==> src/rtl/write_burst_master.sv <==
// rtl/write_burst_master.sv - Avalon-MM write burst master fed from a stream
// Splits a descriptor into bursts that never cross a MAX_BURST-beat aligned window.
module write_burst_master #(
    parameter int ADDRESS_WIDTH = 48,
    parameter int DATA_WIDTH    = 512,
    parameter int BURST_WIDTH   = 3,
    parameter int LENGTH_WIDTH  = 20
) (
    input  logic                      clk,
    input  logic                      reset,
    input  logic                      cmd_valid,
    output logic                      cmd_ready,
    input  logic [ADDRESS_WIDTH-1:0]  cmd_address,
    input  logic [LENGTH_WIDTH-1:0]   cmd_beats,
    input  logic [DATA_WIDTH-1:0]     st_data,
    input  logic                      st_valid,
    output logic                      st_ready,
    output logic [ADDRESS_WIDTH-1:0]  m_address,
    output logic [DATA_WIDTH-1:0]     m_writedata,
    output logic                      m_write,
    output logic [DATA_WIDTH/8-1:0]   m_byteenable,
    output logic [BURST_WIDTH-1:0]    m_burst,
    input  logic                      m_waitrequest,
    input  logic [1:0]                m_response,
    input  logic                      m_write_response_valid,
    output logic                      done,
    output logic                      done_error,
    output logic                      busy
);
    localparam int BYTES       = DATA_WIDTH / 8;
    localparam int OFFSET_BITS = $clog2(BYTES);
    localparam int WIN_BITS    = BURST_WIDTH - 1;
    localparam int MAX_BURST   = 1 << WIN_BITS;

    typedef enum logic [1:0] {S_IDLE, S_WRITE, S_DRAIN, S_DONE} state_t;

    state_t                    r_state;
    logic [ADDRESS_WIDTH-1:0]  r_address;
    logic [BURST_WIDTH-1:0]    r_burst;
    logic [BURST_WIDTH-1:0]    r_burst_left;
    logic [LENGTH_WIDTH-1:0]   r_remaining;
    logic [LENGTH_WIDTH-1:0]   r_outstanding;
    logic                      r_error;
    logic                      r_done;
    logic                      r_done_error;

    logic [ADDRESS_WIDTH-1:0]  w_cmd_address;
    logic [ADDRESS_WIDTH-1:0]  w_next_address;
    logic [LENGTH_WIDTH-1:0]   w_remaining_dec;
    logic [BURST_WIDTH-1:0]    w_cmd_burst;
    logic [BURST_WIDTH-1:0]    w_next_burst;
    logic [LENGTH_WIDTH-1:0]   w_outstanding_next;
    logic                      w_beat;
    logic                      w_first;
    logic                      w_last_in_burst;
    logic                      w_final;
    logic                      w_resp;

    // Room left in the current window, clipped by the beats still owed.
    function automatic logic [BURST_WIDTH-1:0] f_burst_len(
        input logic [WIN_BITS-1:0]     idx,
        input logic [LENGTH_WIDTH-1:0] rem
    );
        logic [BURST_WIDTH-1:0] room;
        room = BURST_WIDTH'(MAX_BURST) - {1'b0, idx};
        if (rem < LENGTH_WIDTH'(room))
            f_burst_len = rem[BURST_WIDTH-1:0];
        else
            f_burst_len = room;
    endfunction

    assign w_cmd_address   = cmd_address & ~ADDRESS_WIDTH'(BYTES - 1);
    assign w_next_address  = r_address + (ADDRESS_WIDTH'(r_burst) << OFFSET_BITS);
    assign w_remaining_dec = r_remaining - LENGTH_WIDTH'(1);
    assign w_cmd_burst     = f_burst_len(w_cmd_address[OFFSET_BITS +: WIN_BITS], cmd_beats);
    assign w_next_burst    = f_burst_len(w_next_address[OFFSET_BITS +: WIN_BITS], w_remaining_dec);

    assign w_beat          = (r_state == S_WRITE) & st_valid & ~m_waitrequest;
    assign w_first         = w_beat & (r_burst_left == r_burst);
    assign w_last_in_burst = w_beat & (r_burst_left == BURST_WIDTH'(1));
    assign w_final         = w_beat & (r_remaining == LENGTH_WIDTH'(1));
    // Stray responses seen while idle belong to an abandoned descriptor.
    assign w_resp          = m_write_response_valid & (r_state != S_IDLE);

    always_comb begin
        w_outstanding_next = r_outstanding;
        if (w_first && !w_resp)
            w_outstanding_next = r_outstanding + LENGTH_WIDTH'(1);
        else if (!w_first && w_resp && r_outstanding != '0)
            w_outstanding_next = r_outstanding - LENGTH_WIDTH'(1);
    end

    always_ff @(posedge clk) begin
        if (reset) begin
            r_state       <= S_IDLE;
            r_address     <= '0;
            r_burst       <= '0;
            r_burst_left  <= '0;
            r_remaining   <= '0;
            r_outstanding <= '0;
            r_error       <= 1'b0;
            r_done        <= 1'b0;
            r_done_error  <= 1'b0;
        end else begin
            r_done        <= 1'b0;
            r_done_error  <= 1'b0;
            r_outstanding <= w_outstanding_next;
            if (w_resp && m_response != 2'b00)
                r_error <= 1'b1;
            case (r_state)
                S_IDLE: begin
                    if (cmd_valid) begin
                        r_address    <= w_cmd_address;
                        r_remaining  <= cmd_beats;
                        r_burst      <= w_cmd_burst;
                        r_burst_left <= w_cmd_burst;
                        r_error      <= 1'b0;
                        r_state      <= (cmd_beats != '0) ? S_WRITE : S_DONE;
                    end
                end
                S_WRITE: begin
                    if (w_beat) begin
                        r_remaining  <= w_remaining_dec;
                        r_burst_left <= r_burst_left - BURST_WIDTH'(1);
                        if (w_last_in_burst) begin
                            r_address    <= w_next_address;
                            r_burst      <= w_next_burst;
                            r_burst_left <= w_next_burst;
                        end
                        if (w_final)
                            r_state <= S_DRAIN;
                    end
                end
                S_DRAIN: begin
                    if (w_outstanding_next == '0)
                        r_state <= S_DONE;
                end
                S_DONE: begin
                    r_done       <= 1'b1;
                    r_done_error <= r_error;
                    r_state      <= S_IDLE;
                end
                default: r_state <= S_IDLE;
            endcase
        end
    end

    assign cmd_ready    = (r_state == S_IDLE);
    assign busy         = (r_state != S_IDLE);
    assign m_write      = (r_state == S_WRITE) & st_valid;
    assign st_ready     = (r_state == S_WRITE) & ~m_waitrequest;
    assign m_writedata  = st_data;
    assign m_byteenable = '1;
    assign m_address    = r_address;
    assign m_burst      = r_burst;
    assign done         = r_done;
    assign done_error   = r_done_error;
endmodule

==> config.mk <==
export PLATFORM = sky130hd
export DESIGN_NAME = write_burst_master
export DESIGN_NICKNAME = d
export VERILOG_FILES = /design/src/rtl/write_burst_master.sv
export SDC_FILE = /design/constraint.sdc
export NUM_CORES = 1
export LEC_CHECK = 0
export CORE_AREA = 10 10 470 472
export CTS_BUF_LIST = sky130_fd_sc_hd__clkbuf_2 sky130_fd_sc_hd__clkbuf_4 sky130_fd_sc_hd__clkbuf_8
export DETAILED_ROUTE_END_ITERATION = 10
export DIE_AREA = 0 0 480 482
export DONT_BUFFER_PORTS = 1
export PLACE_DENSITY_LB_ADDON = 0.12
export SLEW_MARGIN = 25
export SYNTH_ARGS = -nofsm -noshare
export SYNTH_HDL_FRONTEND = slang
export SYNTH_SLANG_ARGS = --single-unit
==> constraint.sdc <==
create_clock -name clk -period 8.2 [get_ports clk]
set_input_delay 0.41 -clock clk [delete_from_list [all_inputs] [get_ports clk]]
set_output_delay 0.41 -clock clk [all_outputs]
set_load 0.02 [all_outputs]
==> results.sh, run 1 <==
export IMPL_status="complete, no violations"
export IMPL_firstDrtPassIters=4
export IMPL_crit_path_max_incr_delay_ns=0.78
export IMPL_dr_first_iter_drc_count=393
export IMPL_r2r_slack_ns=3.82
export IMPL_hold_violations=0
export IMPL_period_minus_slack_ns=4.38
export IMPL_die_area_sq_um=231000
export IMPL_hold_worst_slack_ns=0.109
export IMPL_cp_slowest_cell="dfxtp_1"
export IMPL_cts_buffers=9
export IMPL_powerDensity_nw_per_um2=335
export IMPL_portBuffers=0
export IMPL_p_leak_uw=0.00267
export IMPL_synth_simple_gate_area_share_pct=19.9
export IMPL_clock_sinks=93
export IMPL_met1_usage_pct=5.00
export IMPL_multiInputGateArea_sq_um=4580
export IMPL_crit_path_end_kind="flop"
export IMPL_crit_start="m_burst[0]$_SDFFE_PP0P_"
export IMPL_routed_via_count=7945
export IMPL_setup_tns_ns=0
export IMPL_worstPathRequired_ns=8.64
export IMPL_wl_um=98400
export IMPL_drc=0
export IMPL_cp_endpoint="r_burst_left[1]$_SDFFE_PP0P_"
export IMPL_syn_inst=1501
export IMPL_grt_pass1_vias=8445
export IMPL_fmax_mhz=228
export IMPL_use_met3_pct=9.57
export IMPL_crit_type="flop to flop"
export IMPL_die_h_um=482
export IMPL_ys_warnings_count=0
export IMPL_synth_mux_area_share_pct=0.841
export IMPL_setup_slack_ns=3.82
export IMPL_n_fill_cell=25100
export IMPL_antenna_found_initial=14
export IMPL_cts_resized=0
export IMPL_synth_compound_area_share_pct=14.3
export IMPL_dp_slack_ns=3.68
export IMPL_initial_utilization_pct=5.14
export IMPL_synthAdderAreaFrac_pct=2.49
export IMPL_worstPathMaxFanout=6
export IMPL_grt_pass1_wl_um=117000
export IMPL_register_area_sq_um=1860
export IMPL_cts_tree="yes"
export IMPL_worstPathArrival_ns=4.82
export IMPL_grtUsageTotal_pct=8.09
export IMPL_timing_final_crit_share_pct=53.4
export IMPL_h_tree_depth=3
export IMPL_synth_edf_count=0
export IMPL_rows=169
export IMPL_clkLatencyLatePin_ns=0.56
export IMPL_path_cells="ha_1, fa_1, inv_1, ha_1, inv_1, ha_1, a21boi_0, o21ai_0, nand4_1, nor4_1, o2111ai_1, o21ai_0, o21ai_0, a221oi_1"
export IMPL_max_slew_margin_pct=32.4
export IMPL_finalSetupViolCount=0
export IMPL_synth_yosys_seq_area_share_pct=17.1
export IMPL_dominantRegCellSynth="dfxtp_1"
export IMPL_rsz0062_at_grt="no"
export IMPL_nets=1575
export IMPL_met2_usage_pct=13.2
export IMPL_tightest_slew_ns=1.01
export IMPL_synth_top_family_by_area="buffers and inverters"
export IMPL_vias_per_cell=2.09
export IMPL_busiest_layer="met2"
export IMPL_coreArea_sq_um=211000
export IMPL_design_area_sq_um=10600
export IMPL_reg2reg_depth=14
export IMPL_gr_total_overflow=0
export IMPL_yosysUniqueCellTypes=67
export IMPL_r2r_end="r_burst_left[1]$_SDFFE_PP0P_"
export IMPL_layout_drive_gt1_share_pct=5.46
export IMPL_dp_hpwl_um=83000
export IMPL_cts_root_buffer_cell="clkbuf_8"
export IMPL_grt_max_degree=77
export IMPL_r2r_start="m_burst[0]$_SDFFE_PP0P_"
export IMPL_ant_nets=0
export IMPL_skew_ns=0.0399
export IMPL_synth_seq_cells=93
export IMPL_cts_buffer_depth=2
export IMPL_peakVddDrop_v=0.000134
export IMPL_critPathLaunchType="flop"
export IMPL_synthesis_area_sq_um=10900
export IMPL_syn_area_per_cell_sq_um=7.24
export IMPL_die_x_um=480
export IMPL_maxCapViolCount=0
export IMPL_synth_xor_area_share_pct=1.77
export IMPL_fin_util_pct=5.01
export IMPL_slew_viol_final=0
export IMPL_hp_class="primary input to flop"
export IMPL_wl_per_cell_um=25.9
export IMPL_ioPinCount=1221
export IMPL_clk_pin_slew_ns=0.14
export IMPL_place_area_sq_um=10200
export IMPL_async_reset_ff_share_pct=0
export IMPL_routabilityCongestion=0.634
export IMPL_syn_to_final_growth_pct=-2.52
export IMPL_postCtsSetupBuffers=0
[worst min path at each step]
stage	cells past startpoint	start	endpoint	slack, ns
CTS	4	cmd_address[12]	m_address[12]$_SDFFE_PP0P_	0.0001
finish	2	cmd_address[27]	m_address[27]$_SDFFE_PP0P_	0.11
floorplan	2	r_remaining[17]$_SDFFE_PP0P_	r_remaining[17]$_SDFFE_PP0P_	0.43
global placement	2	r_remaining[17]$_SDFFE_PP0P_	r_remaining[17]$_SDFFE_PP0P_	0.46
detailed placement	2	r_remaining[17]$_SDFFE_PP0P_	r_remaining[17]$_SDFFE_PP0P_	0.45
global route	1	reset	done$_SDFF_PP0_	0.05
[through the flow]
step	cells	power [uW]
after floorplan	1569	2680
after global placement	3760	3270
after detailed placement	3760	3230
after CTS	3792	3740
after global routing	3794	3930
final	3796	3550
[critical path: cells and delay by family, from the launching register on]
family,cells,cell delay (ns)
AND/OR/NAND/NOR,2,0.43
AO/OA/AOI/OAI,6,1.57
adder cells (fa/ha/maj),4,1.35
buffers and inverters,2,0.13
flip-flops,1,0.78
[state kept, by name, summed over array words and instances, names as in the netlist]
name	flops
m_burst	3
done	1
r_outstanding	20
r_burst_left	3
done_error	1
r_state	2
m_address	42
r_error	1
r_remaining	20
[what timing repair did]
item                                    4_1_cts  5_1_grt
hold endpoints to repair                     76        0
endpoints found under the setup margin        0        0
hold buffers                                 16        0
[layer usage]
metal	share of wire, %	wire, um	vias to the layer above
met5	0.15	151	-
met4	5.8	5700	6
met3	26	25300	283
met2	47	45800	787
met1	22	21500	3486
li1	-	-	3383
[area by class of cell]
type | count | area share, %
Timing Repair Buffer | 29 | 2.69
Tap cell | 2821 | 33.3
Clock inverter | 5 | 0.402
Sequential cell | 93 | 17.6
Antenna cell | 4 | 0.0945
Inverter | 32 | 1.16
Clock buffer | 11 | 1.43
Multi-Input combinational cell | 801 | 43.3
[cell usage in the layout (no fill, tap or decap), types with 9 or more instances in the layout]
| master | count |
|---|---|
| nor2_1 | 116 |
| nand2_1 | 97 |
| dfxtp_1 | 93 |
| a21oi_1 | 85 |
| conb_1 | 70 |
| o21ai_0 | 52 |
| nor3_1 | 39 |
| nand3_1 | 32 |
| inv_1 | 31 |
| a211oi_1 | 28 |
| nor4_1 | 23 |
| ha_1 | 19 |
| o22ai_1 | 17 |
| nor2b_1 | 16 |
| nand4_1 | 15 |
| xnor2_1 | 14 |
| dlygate4sd3_1 | 14 |
| or3_1 | 13 |
| buf_4 | 13 |
| a22oi_1 | 12 |
| and3_1 | 11 |
| clkbuf_8 | 11 |
| nand2b_1 | 9 |
[where the power goes]
part | switching [uW] | internal [uW] | leakage, uW | total (uW)
registers | 448 | 624 | 0.000763 | 1070
logic | 1390 | 667 | 0.00180 | 2060
clock network | 290 | 131 | 0.000102 | 421
total | 2130 | 1420 | 0.00267 | 3550
[synth_stat cells, drive strengths merged (6+ instances only)]
master | count | share of area [%]
o21ai | 53 | 2.4
clkbuf | 55 | 1.9
nand3 | 32 | 1.5
nor3 | 40 | 1.8
nand2b | 9 | 0.52
xor2 | 8 | 0.65
or4 | 8 | 0.55
nor4 | 28 | 1.8
or2 | 6 | 0.35
and4 | 8 | 0.65
xnor2 | 14 | 1.1
and3 | 11 | 0.63
or3 | 13 | 0.75
nor2 | 116 | 4.0
nor2b | 16 | 0.92
o22ai | 17 | 0.98
a211oi | 28 | 1.9
buf | 588 | 40
a21oi | 88 | 4.1
ha | 20 | 2.3
mux2i | 8 | 0.74
a31oi | 6 | 0.35
inv | 32 | 1.1
nand4 | 15 | 0.86
dfxtp | 93 | 17
a22oi | 12 | 0.83
nand2 | 97 | 3.4
a21o | 6 | 0.41
[cells by family (layout without fill, tap and decap cells)]
| family | count (synthesis) | in the layout |
|---|---|---|
| xor gates and xnor gates | 22 | 22 |
| DFF | 93 | 93 |
| other | 2 | 74 |
| buffers and inverters | 675 | 77 |
| muxes | 9 | 9 |
| AOI/OAI and AO/OA | 253 | 253 |
| adders and majority gates | 21 | 21 |
| and+or+nand+nor | 426 | 426 |
No activity file was read; power rests on OpenSTA's default activity.
==> run 2, diff against run 1 <==
==> constraint.sdc (replaced) <==
create_clock -name clk -period 4 [get_ports clk]
set_input_delay 0.2 -clock clk [delete_from_list [all_inputs] [get_ports clk]]
set_output_delay 0.2 -clock clk [all_outputs]
set_load 0.02 [all_outputs]
==> run 2 against run 1 <==
Fmax up 18%; clock power up 110%; global-route usage up 0.077 points; power up 120%; clock skew up 0.0084 ns; non-clock buffer count up 97; count of clock-buffer cells in the layout down 1; final cell count up 2.6%; via count up 5.7%; sequential share of layout area down 1.3 points; combinational power up 140%; largest cell class unchanged; highest routed layer unchanged.
==> results.sh, run 2 (synthesis gave the netlist of run 1 again) <==
export IMPL_max_slew_margin_pct=35.8
export IMPL_maxCapViolCount=0
export IMPL_nets=1672
export IMPL_layout_commonest_cell="nor2_1"
export IMPL_fin_util_pct=5.42
export IMPL_firstDrtPassIters=5
export IMPL_wl_per_cell_um=25.4
export IMPL_ant_nets=0
export IMPL_period_minus_slack_ns=3.70
export IMPL_p_leak_uw=0.00312
export IMPL_drc=0
export IMPL_antenna_found_initial=13
export IMPL_portBuffers=0
export IMPL_powerDensity_nw_per_um2=679
export IMPL_setup_tns_ns=0
export IMPL_crit_type="flop to flop"
export IMPL_initial_utilization_pct=5.14
export IMPL_wl_um=98900
export IMPL_cts_buffer_depth=2
export IMPL_rsz0062_at_grt="no"
export IMPL_ioPinCount=1221
export IMPL_gr_total_overflow=0
export IMPL_hp_class="primary input to flop"
export IMPL_cts_tree="yes"
export IMPL_dr_first_iter_drc_count=450
export IMPL_fmax_mhz=270
export IMPL_cts_hold_buf=60
export IMPL_routed_via_count=8397
export IMPL_worstPathMaxFanout=7
export IMPL_cts_resized=0
export IMPL_die_x_um=480
export IMPL_worstPathArrival_ns=4.13
export IMPL_place_area_sq_um=10600
export IMPL_skew_ns=0.0483
export IMPL_worstPathRequired_ns=4.43
export IMPL_crit_path_end_kind="flop"
export IMPL_critPathLaunchType="flop"
export IMPL_dp_hpwl_um=84300
export IMPL_h_tree_depth=3
export IMPL_clk_pin_slew_ns=0.15
export IMPL_routabilityCongestion=0.641
export IMPL_layout_drive_gt1_share_pct=9.64
export IMPL_timing_final_crit_share_pct=92.6
export IMPL_fin_cells=3896
export IMPL_slew_viol_final=0
export IMPL_design_area_sq_um=11400
export IMPL_largest_reg_flops=42
export IMPL_clkLatencyLatePin_ns=0.56
export IMPL_rows=169
export IMPL_coreArea_sq_um=211000
export IMPL_finalSetupViolCount=0
export IMPL_postCtsSetupBuffers=0
export IMPL_vias_per_cell=2.16
export IMPL_dp_cells=3813
export IMPL_hold_violations=0
export IMPL_status="complete, no violations"
export IMPL_cts_buffers=9
export IMPL_mostFrequentLayoutCells="116 x nor2_1, 97 x nand2_1, 93 x dfxtp_1, 86 x a21oi_1, 70 x conb_1"
export IMPL_grt_pass1_vias=8858
export IMPL_cts_root_buffer_cell="clkbuf_8"
export IMPL_syn_to_final_growth_pct=5.32
export IMPL_grt_max_degree=93
export IMPL_die_h_um=482
export IMPL_peakVddDrop_v=0.000206
export IMPL_clock_sinks=93
export IMPL_hold_worst_slack_ns=0.0807
export IMPL_grt_pass1_wl_um=119000
export IMPL_tightest_slew_ns=0.962
export IMPL_die_area_sq_um=231000
export IMPL_grtUsageTotal_pct=8.17
==> run 2: cell count changes in the layout (fill, tap and decap cells not counted), moves of 2 or more <==
cell,delta
clkinv_4,-2
buf_4,+52
inv_6,+2
dlygate4sd3_1,+45
clkbuf_8,-2
diode_2,+3
==> run 2: critical path, cell delays in order, from the launching register on <==
cell	delay (ns)
dfxtp_1	0.36
inv_1	0.14
ha_4	0.17
nand3b_4	0.13
nor4_2	0.84
and4_1	0.48
a22oi_1	0.12
xnor2_1	0.19
nor4_1	0.35
buf_4	0.17
nand4_1	0.17
a221oi_1	0.35
a311oi_1	0.09
==> run 2: worst paths after layout <==
path,endpoint,slack [ns],cells after the start,startpoint
max reg2reg,r_state[1]$_SDFFE_PP0P_,0.30,12,r_state[1]$_SDFFE_PP0P_
min reg2reg,r_remaining[17]$_SDFFE_PP0P_,0.48,2,r_remaining[17]$_SDFFE_PP0P_
max,r_state[1]$_SDFFE_PP0P_,0.30,12,r_state[1]$_SDFFE_PP0P_
min,m_address[35]$_SDFFE_PP0P_,0.08,2,reset
==> run 2: where the power goes <==
group          switching, uW  internal, uW
Sequential               653          1280
Combinational           3220          1720
Clock                    596           307
==> run 2: final cells by class <==
class                      instances  area (sq um)
fill                           25000        200000
multi-input combinational        801          4580
tap                             2821          3530
sequential                        93          1860
timing repair buffer             126          1130
clock buffer                      10           131
inverter                          32           123
clock inverter                     6          75.1
antenna                            7          17.5
==> run 2: per-stage QoR <==
step,setup slack (ns),power (uW)
after floorplan,0.851,5500
final,0.297,7770
after global routing,0.00555,8620
after CTS,0.270,8170
after detailed placement,0.339,7050
after global placement,0.269,7170
==> run 2: routing by layer <==
layer	GRT usage (%)	wire length [um]	part of all wire, %
met3	9.66	25100	25
met2	13.3	45500	46
met5	1.45	494	0.50
met4	4.46	5730	5.8
met1	5.14	22100	22
==> run 3, diff against run 2 <==
--- a/config.mk
+++ b/config.mk
@@ -5,11 +5,12 @@
 export SDC_FILE = /design/constraint.sdc
 export NUM_CORES = 1
 export LEC_CHECK = 0
-export CORE_AREA = 10 10 470 472
+export BUFFER_PORTS_ARGS = -buffer_cell sky130_fd_sc_hd__buf_2
+export CORE_AREA = 10 10 472 474
 export CTS_BUF_LIST = sky130_fd_sc_hd__clkbuf_2 sky130_fd_sc_hd__clkbuf_4 sky130_fd_sc_hd__clkbuf_8
 export DETAILED_ROUTE_END_ITERATION = 10
-export DIE_AREA = 0 0 480 482
-export DONT_BUFFER_PORTS = 1
+export DIE_AREA = 0 0 482 484
+export HOLD_SLACK_MARGIN = 0.02
 export PLACE_DENSITY_LB_ADDON = 0.12
 export SLEW_MARGIN = 25
 export SYNTH_ARGS = -nofsm -noshare
==> run 3 against run 2 <==
Power rose by 1.1%; clock power decreased by 3.8%; utilization grew 0.13 points; sequential cell count unchanged; fmax up 3.0%; first-iteration DRC count up 3.6%; register-to-register slack better by 0.11 ns; count of clock-buffer cells in the layout down 1; non-clock buffer count rose by 95; wire length is 3.7% lower; worst hold slack improved by 0.0096 ns; global-route usage shrank 0.38 points; largest cell class unchanged.
==> results.sh, run 3 (synthesis gave the netlist of run 1 again) <==
export IMPL_initial_utilization_pct=5.09
export IMPL_wl_um=95300
export IMPL_clk_pin_slew_ns=0.15
export IMPL_finalSetupViolCount=0
export IMPL_slew_viol_final=0
export IMPL_cts_root_buffer_cell="clkbuf_8"
export IMPL_mostFrequentLayoutCells="119 x buf_2, 116 x nor2_1, 97 x nand2_1, 93 x dfxtp_1, 86 x a21oi_1"
export IMPL_rows=170
export IMPL_wl_per_cell_um=23.8
export IMPL_syn_to_final_growth_pct=8.94
export IMPL_layout_drive_gt1_share_pct=17.9
export IMPL_period_minus_slack_ns=3.60
export IMPL_hold_violations=0
export IMPL_setup_tns_ns=0
export IMPL_firstDrtPassIters=4
export IMPL_crit_path_end_kind="flop"
export IMPL_crit_type="flop to flop"
export IMPL_rsz0062_at_grt="no"
export IMPL_nets=1767
export IMPL_fmax_mhz=278
export IMPL_place_area_sq_um=11100
export IMPL_routabilityCongestion=0.639
export IMPL_multiInputGateArea_sq_um=4570
export IMPL_coreArea_sq_um=214000
export IMPL_antenna_found_initial=9
export IMPL_n_fill_cell=25400
export IMPL_die_area_sq_um=233000
export IMPL_grt_max_degree=79
export IMPL_grtUsageTotal_pct=7.79
export IMPL_largest_reg_flops=42
export IMPL_portBuffers=120
export IMPL_dr_first_iter_drc_count=466
export IMPL_layout_commonest_cell="buf_2"
export IMPL_r2r_slack_ns=0.40
export IMPL_dp_cells=3937
export IMPL_maxCapViolCount=0
export IMPL_gr_total_overflow=0
export IMPL_hp_class="primary input to flop"
export IMPL_setup_slack_ns=0.403
export IMPL_worstPathMaxFanout=8
export IMPL_grt_pass1_vias=9086
export IMPL_fin_cells=4008
export IMPL_status="complete, no violations"
export IMPL_timing_final_crit_share_pct=89.9
export IMPL_cts_buffer_depth=2
export IMPL_worstPathArrival_ns=4.04
export IMPL_vias_per_cell=2.14
export IMPL_tightest_slew_ns=0.882
export IMPL_worstPathRequired_ns=4.45
export IMPL_h_tree_depth=3
export IMPL_clock_sinks=93
export IMPL_max_slew_margin_pct=41.2
export IMPL_dp_slack_ns=0.407
export IMPL_die_h_um=484
export IMPL_design_area_sq_um=11800
export IMPL_grt_pass1_wl_um=116000
export IMPL_cts_tree="yes"
export IMPL_dp_hpwl_um=82400
export IMPL_drc=0
export IMPL_critPathLaunchType="flop"
export IMPL_postCtsSetupBuffers=0
export IMPL_peakVddDrop_v=0.000254
export IMPL_hold_worst_slack_ns=0.0903
export IMPL_skew_ns=0.0491
export IMPL_ioPinCount=1221
export IMPL_ant_nets=0
export IMPL_clkLatencyLatePin_ns=0.57
export IMPL_register_area_sq_um=1860
export IMPL_routed_via_count=8589
export IMPL_p_leak_uw=0.00352
export IMPL_cts_resized=0
export IMPL_cts_buffers=9
export IMPL_die_x_um=482
export IMPL_powerDensity_nw_per_um2=664
run 3: cell count changes in the layout (fill, tap and decap cells not counted), sizes merged:
| cell | previous run | this run |
|---|---|---|
| clkinv | 0 | 3 |
| buf | 67 | 173 |
| bufinv | 1 | 0 |
| dlygate4sd3 | 59 | 48 |
| clkbuf | 10 | 9 |
| inv | 36 | 35 |
run 3: metal layers:
metal | vias up | GRT usage (%) | share of wire [%]
met1 | 3812 | 5.82 | 26
met3 | 325 | 8.45 | 24
met2 | 675 | 11.8 | 43
li1 | 3775 | - | -
met5 | - | 0.269 | 0.084
met4 | 2 | 5.05 | 6.8
run 3: layout make-up:
cell class              count  share of cell area, %
repair buffers            221                   12.7
multi-input cells         801                   38.6
clock inverters             7                  0.677
well taps                2838                   30.0
flip-flops and latches     93                   15.7
clock buffers               9                   1.05
diodes                      7                  0.148
inverters                  32                   1.04
run 3: repair_timing:
item	CTS	global route
hold endpoints to repair	47	0
endpoints found under the setup margin	0	0
hold buffers	48	0
run 3: through the flow:
stage	power, uW	util (%)
after CTS	8250	5.53
after global placement	7350	5.21
after global routing	8710	5.54
after floorplan	5500	-
after detailed placement	7230	5.21
final	7860	5.54
run 3: final timing paths:
check | start | end | depth (start not counted)
setup / recovery | r_state[1]$_SDFFE_PP0P_ | r_state[1]$_SDFFE_PP0P_ | 14
hold / removal | reset | r_outstanding[4]$_SDFF_PP0_ | 2
setup reg to reg | r_state[1]$_SDFFE_PP0P_ | r_state[1]$_SDFFE_PP0P_ | 14
hold reg to reg | r_remaining[17]$_SDFFE_PP0P_ | r_remaining[17]$_SDFFE_PP0P_ | 2
run 3: critical path: stages, from the launching register on:
cell	delay, ns
dfxtp_1	0.36
inv_1	0.14
ha_4	0.17
nand3b_4	0.13
or4_1	0.75
buf_4	0.26
or3_1	0.34
o221ai_1	0.10
nand2_1	0.13
nor4_1	0.31
buf_4	0.18
nand4_1	0.10
buf_4	0.18
a221oi_1	0.26
a311oi_1	0.07
run 3: report_power, final:
part           internal (uW)  switching, uW  leakage, uW
registers               1280            573     0.000763
clock network            248            621    0.0000994
logic                   1830           3310      0.00266
total                   3360           4500      0.00352
